<file path="src/rtl/regfile_wb_arbiter.sv">
// regfile_wb_arbiter
//
// Writeback arbiter for the 32x32 single-write-port integer register file.
// Two sources compete for the write port: req0 (execute unit) and req1
// (load/store unit). One of them is granted per cycle by round-robin. The
// winning write is registered and drives the register file one cycle later.
//
// Optional feature (macro WB_SCOREBOARD_EN): a busy-bit scoreboard that
// tracks in-flight destination registers so decode can stall on RAW hazards.
// Without the macro, no busy register is built, busy_vec/chk_stall read 0,
// and the issue/check inputs are ignored.
//
// Ports:
//   clk, rst                    clock; synchronous active-high reset
//   req0_valid/ready/addr/data  EXU writeback request and accept
//   req1_valid/ready/addr/data  LSU writeback request and accept
//   rf_wen/rf_waddr/rf_wdata    registered register file write port
//   issue_valid, issue_rd       destination register of an issuing instruction
//   chk_rs1, chk_rs2            source registers of the instruction in decode
//   chk_stall                   a source register is busy (combinational)
//   busy_vec                    scoreboard busy bits, bit i = register i
//   wb_count                    count of committed non-x0 writes (wraps)

module regfile_wb_arbiter #(
    parameter int unsigned XLEN = 32,
    parameter int unsigned AW   = 5
) (
    input  logic            clk,
    input  logic            rst,

    input  logic            req0_valid,
    output logic            req0_ready,
    input  logic [AW-1:0]   req0_addr,
    input  logic [XLEN-1:0] req0_data,

    input  logic            req1_valid,
    output logic            req1_ready,
    input  logic [AW-1:0]   req1_addr,
    input  logic [XLEN-1:0] req1_data,

    output logic            rf_wen,
    output logic [AW-1:0]   rf_waddr,
    output logic [XLEN-1:0] rf_wdata,

    input  logic            issue_valid,
    input  logic [AW-1:0]   issue_rd,
    input  logic [AW-1:0]   chk_rs1,
    input  logic [AW-1:0]   chk_rs2,
    output logic            chk_stall,
    output logic [31:0]     busy_vec,
    output logic [31:0]     wb_count
);

    // Last requester served; 1 out of reset so req0 wins the first contention.
    logic            last_grant_q;
    logic            gnt0;
    logic            gnt1;
    logic            xfer;
    logic [AW-1:0]   xfer_addr;
    logic [XLEN-1:0] xfer_data;

    logic            wen_q;
    logic [AW-1:0]   waddr_q;
    logic [XLEN-1:0] wdata_q;
    logic [31:0]     count_q;

    // Arbitration depends only on valids and last_grant, never on the other
    // requester's addr/data. Grants are suppressed while in reset.
    always_comb begin
        gnt0 = 1'b0;
        gnt1 = 1'b0;
        if (!rst) begin
            if (req0_valid && req1_valid) begin
                if (last_grant_q) begin
                    gnt0 = 1'b1;
                end else begin
                    gnt1 = 1'b1;
                end
            end else if (req0_valid) begin
                gnt0 = 1'b1;
            end else if (req1_valid) begin
                gnt1 = 1'b1;
            end
        end
    end

    assign req0_ready = gnt0;
    assign req1_ready = gnt1;

    // A grant is only ever given to a valid requester, so grant == transfer.
    assign xfer      = gnt0 | gnt1;
    assign xfer_addr = gnt1 ? req1_addr : req0_addr;
    assign xfer_data = gnt1 ? req1_data : req0_data;

    always_ff @(posedge clk) begin
        if (rst) begin
            last_grant_q <= 1'b1;
            wen_q        <= 1'b0;
            waddr_q      <= '0;
            wdata_q      <= '0;
            count_q      <= '0;
        end else begin
            // x0 writes are accepted but never reach the register file.
            wen_q <= xfer && (xfer_addr != '0);
            if (xfer) begin
                last_grant_q <= gnt1;
                waddr_q      <= xfer_addr;
                wdata_q      <= xfer_data;
            end
            if (wen_q) begin
                count_q <= count_q + 32'd1;
            end
        end
    end

    // Outputs read as reset values while rst is high, so a write held in the
    // output register is dropped immediately rather than one cycle late.
    assign rf_wen   = wen_q & ~rst;
    assign rf_waddr = rst ? '0 : waddr_q;
    assign rf_wdata = rst ? '0 : wdata_q;
    assign wb_count = rst ? '0 : count_q;

`ifdef WB_SCOREBOARD_EN
    logic [31:0] busy_q;
    logic [31:0] busy_d;

    always_comb begin
        busy_d = busy_q;
        if (wen_q) begin
            busy_d[waddr_q] = 1'b0;
        end
        // Set after clear: a newer producer of the same register is in flight.
        if (issue_valid && (issue_rd != '0)) begin
            busy_d[issue_rd] = 1'b1;
        end
        busy_d[0] = 1'b0;
    end

    always_ff @(posedge clk) begin
        if (rst) begin
            busy_q <= '0;
        end else begin
            busy_q <= busy_d;
        end
    end

    // No bypass of a same-cycle clear: the stall uses the registered bits.
    assign chk_stall = ~rst & (busy_q[chk_rs1] | busy_q[chk_rs2]);
    assign busy_vec  = rst ? '0 : busy_q;
`else
    logic unused_sb;
    assign unused_sb = ^{issue_valid, issue_rd, chk_rs1, chk_rs2};

    assign chk_stall = 1'b0;
    assign busy_vec  = '0;
`endif

endmodule

</file>
<file path="config.mk">
export PLATFORM = sky130hd
export DESIGN_NAME = regfile_wb_arbiter
export DESIGN_NICKNAME = d
export VERILOG_FILES = /design/src/rtl/regfile_wb_arbiter.sv
export SDC_FILE = /design/constraint.sdc
export NUM_CORES = 1
export LEC_CHECK = 0
export BUFFER_PORTS_ARGS = -buffer_cell sky130_fd_sc_hd__buf_2
export CAP_MARGIN = 30
export CORE_MARGIN = 1
export CORE_UTILIZATION = 35
export DETAILED_ROUTE_END_ITERATION = 8
export RECOVER_POWER = 100
export REMOVE_ABC_BUFFERS = 1
export SLEW_MARGIN = 10
export SYNTH_ARGS = -nofsm -noshare
export SYNTH_HDL_FRONTEND = slang
export SYNTH_SLANG_ARGS = --single-unit
</file>
<file path="constraint.sdc">
create_clock -name clk -period 3.08 [get_ports clk]
set_clock_uncertainty 0.15 [all_clocks]
set_input_delay 0.616 -clock clk [delete_from_list [all_inputs] [get_ports clk]]
set_output_delay 0.616 -clock clk [all_outputs]
set_load 0.05 [all_outputs]
</file>
# Word-level counts from Yosys, hierarchy flattened
# Cells that the tools add are included.
# classes
add_sub_neg,1
mul,0
n_div,0
order_cmp,0
eq_ne,0
n_shift,0
muxes,14
bitwise,3
n_reduce_logical,3
# op_table
op,n
$mux W32,3
$add A32 B1 Y32 const B,1
$mux W5,2
$mux W1,9
$reduce_bool A5 Y1,1
$logic_and A1 B1 Y1,2
$and A1 B1 Y1,1
$not A1 Y1,1
$or A1 B1 Y1,1
# word_totals
reg_bits,71
latchBits,0
ram_bits,0
romBits,0
inputBits,94
out_inout_bits,105
wordCells,26
mem_count,0

# Logic depth before layout (Yosys ltp)
# depth
ltp_word,7
ltp_mapped,6
mapped_depth_nobuf,5

# Least setup slack after synthesis
# OpenSTA, ideal clock, no wires.
# synth_timing
path_kind,input -> output
from,in req1_valid
to,out req1_ready
arrival_ns,1.892
required_time_ns,2.314
slack_ns,0.422
path_stages,4
n_path_buf,2
path_cell_list,inv_1 a211oi_1 clkbuf_1 clkbuf_1
# synth_via
elab_chain_cells,4
elab_cells_between_ends,5
classes_between,mux (4); reduce/logical (1)
# synth_rtl
element,line,rtl
start: declaration,36,"input logic req1_valid,"
$mux W1,81,end else if (req1_valid) begin
$mux W1,79,end else if (req0_valid) begin
$mux W1 *,73,if (req0_valid && req1_valid) begin
$mux W1 *,72,if (!rst) begin
end: declaration,37,"output logic req1_ready,"
# Mark *: on every way between the ends. The rest lies on a longest branch, timed or not.

# Worst setup path in the final report
# layout_timing
from,in rst
to,out rf_waddr[0]
# layout_via
elab_chain_cells,1
# layout_rtl
element,line,rtl
start: declaration,29,"input logic rst,"
$mux W5,119,assign rf_waddr = rst ? '0 : waddr_q;
end: declaration,42,"output logic [AW-1:0] rf_waddr,"
# Every way passes these cells.

==> results.ini <==
[sta]
tightestPinTransition_ns=1.199
finalSetupTns_ns=0
slew-limit-headroom_pct=20.04
period_needed_ns=2.609
final_max_slew_viol_count=0
finalCritPeriodShare_pct=84.72
hold_violations=0
setup_viol=0
max_clock_freq_mhz=383.2
grt_setup_unrepaired=no

[global_route]
grt_pass1_vias=3178
grt_usage_pct=16.47
grt_first_pass_wirelength_mm=14.94
grt_overflow_total=0
antenna_found_initial=0
grt_max_degree=76

[die]
dieHeight_um=106.0
initial_core_util_pct=36.36
row_count=37
num_io_pins=199
coreArea_mm2=0.01042
die_width_um=106.0
die_area_mm2=0.01124

[cells_and_area]
layout_commonest_cell=buf_2
finalNetCount=691
layout_common_cells=77 x buf_2, 72 x clkbuf_1, 71 x dfxtp_1, 66 x nor2b_1, 49 x o21ai_0
multi_input_comb_area_mm2=0.002098
area_delta_synth_final_pct=22.53
num_antenna_cells=0
regArea_mm2=0.001421
n_fill_cell=1105
utilization_pct=44.55
stdcell_count=737
final_area_mm2=0.004641
drive_above_1_share_pct=17.47

[logic_synthesis]
synth_cell_type_count=34
avgSynthCellArea_um2=8.216
yosys-top-cells-area=dfxtp_1 38%, nor2b_1 11%, mux2i_1 10%, buf_4 6.5%, o21ai_0 6.5%
netlist_instances=461
syn_area_mm2=0.003787
async_reset_ff_share_pct=0
synth_top_area_share_pct=37.53
synthFlopType=dfxtp_1
yosys_warnings=0
synth_seq_cells=71
yosys.area.top_type=dfxtp_1
seq_area_frac_synth_pct=37.53
synth_edf_count=0

[clock_network]
cts_setup_buffers=0
cts_resized=0
clk_latency_ns=0.34
cts_buffer_depth=2
clock-sinks=71
htreeDepth=3
tritoncts=done
cts.reportedPaths.clkPinSlew_ns=0.08
numCtsBuffers=9
cts_hold_buf=0
root_buffer=clkbuf_8

[worst_setup_path]
arrival_ns=1.84
end_kind=primary output
startpoint_type=input port
crit_fanout=39
required_ns=2.31
worst-setup-path-type=input port to primary output

[drt]
ant_nets=0
post_drt_wl_per_cell_um=12.17
drc_errors=0
firstDrtPassIters=4
vias=3449
drtIter0Drc=118
viasPerCell=4.680
routed_wl_mm=8.966

[worst_hold_path]
hp-class=input port to flop

[run]
cap_violations=0

[power_and_ir_drop]
peakVddDrop_mv=0.2147
power_density_mw_per_mm2=482.0
p_leak_uw=0.002003

[placed_design]
dp_cells=721
place_congestion=0.7701
port_buffers=149
hpwl_mm=6.552
dpl_cell_area_mm2=0.004536

[outcome]
status=finished, final reports clean

[state kept, by name (all words and copies together) (netlist names)]
signal / cells
wen_q: 1
count_q: 32
last_grant_q: 1
wdata_q: 32
waddr_q: 5
[worst max-delay path, stage by stage]
cell      delay, ns
buf_4          0.25
buf_4          0.28
nor2b_1        0.18
clkbuf_1       0.50
[Yosys cell counts, drive strengths merged (9+ instances only)]
library cell and instances:
mux2i 38, nor2 27, nand3 10, or3 9, nor2b 66, nand4 10
o21ai 49, nand2 48, dfxtp 71, a21oi 11, buf 41, clkbuf 20
[through the flow]
| step | total power [uW] | hold WS (ns) | setup slack [ns] |
|---|---|---|---|
| finish | 2237 | 0.3179 | 0.4707 |
| global route | 2350 | 0.3028 | 0.2562 |
| floorplan | 1362 | 0.3128 | -3.048 |
| global placement | 1487 | 0.3384 | 0.5819 |
| CTS | 2283 | 0.2904 | 0.5599 |
| detailed placement | 1493 | 0.3536 | 0.5628 |
[worst paths after layout]
kind | from | end | slack (ns) | cells past startpoint
worst max-delay path | rst | rf_waddr[0] | 0.47 | 4
worst min-delay path | req1_data[16] | wdata_q[16] | 0.32 | 3
worst max register to register | count_q[0] | count_q[28] | 0.72 | 5
worst min register to register | count_q[16] | count_q[16] | 0.37 | 2
[cells by family after synthesis]
logic type                 share of synthesized area (%)
other                                            0.09901
buffers and inverters                              10.24
DFF                                                37.53
adders and majority gates                         0.3303
xor gates and xnor gates                           2.775
and+or+nand+nor                                    27.65
AOI/OAI and AO/OA                                  8.953
muxes                                              12.42
[routing by layer]
layer	wire [um]	vias to the layer above	GRT usage [%]	share of wire (%)
met3	667	11	4.660	7.4
met1	3982	1542	19.82	44
met5	0	-	0	0
met2	4222	135	28.01	47
met4	93	0	5.655	1.0
li1	-	1761	-	-
[where the power goes]
part           leakage [uW]  internal, uW  switching (uW)
registers          0.000583           976            15.6
clock network     0.0000988           420             359
logic               0.00132           124             342
[layout make-up]
class,instances,area share [%]
clock inverter,4,1.159
clock buffer,12,3.343
timing repair buffer,153,15.34
inverter,8,0.6471
multi-input combinational,353,45.21
sequential,71,30.63
tap,136,3.667
Power figures use the tool's default switching activity.
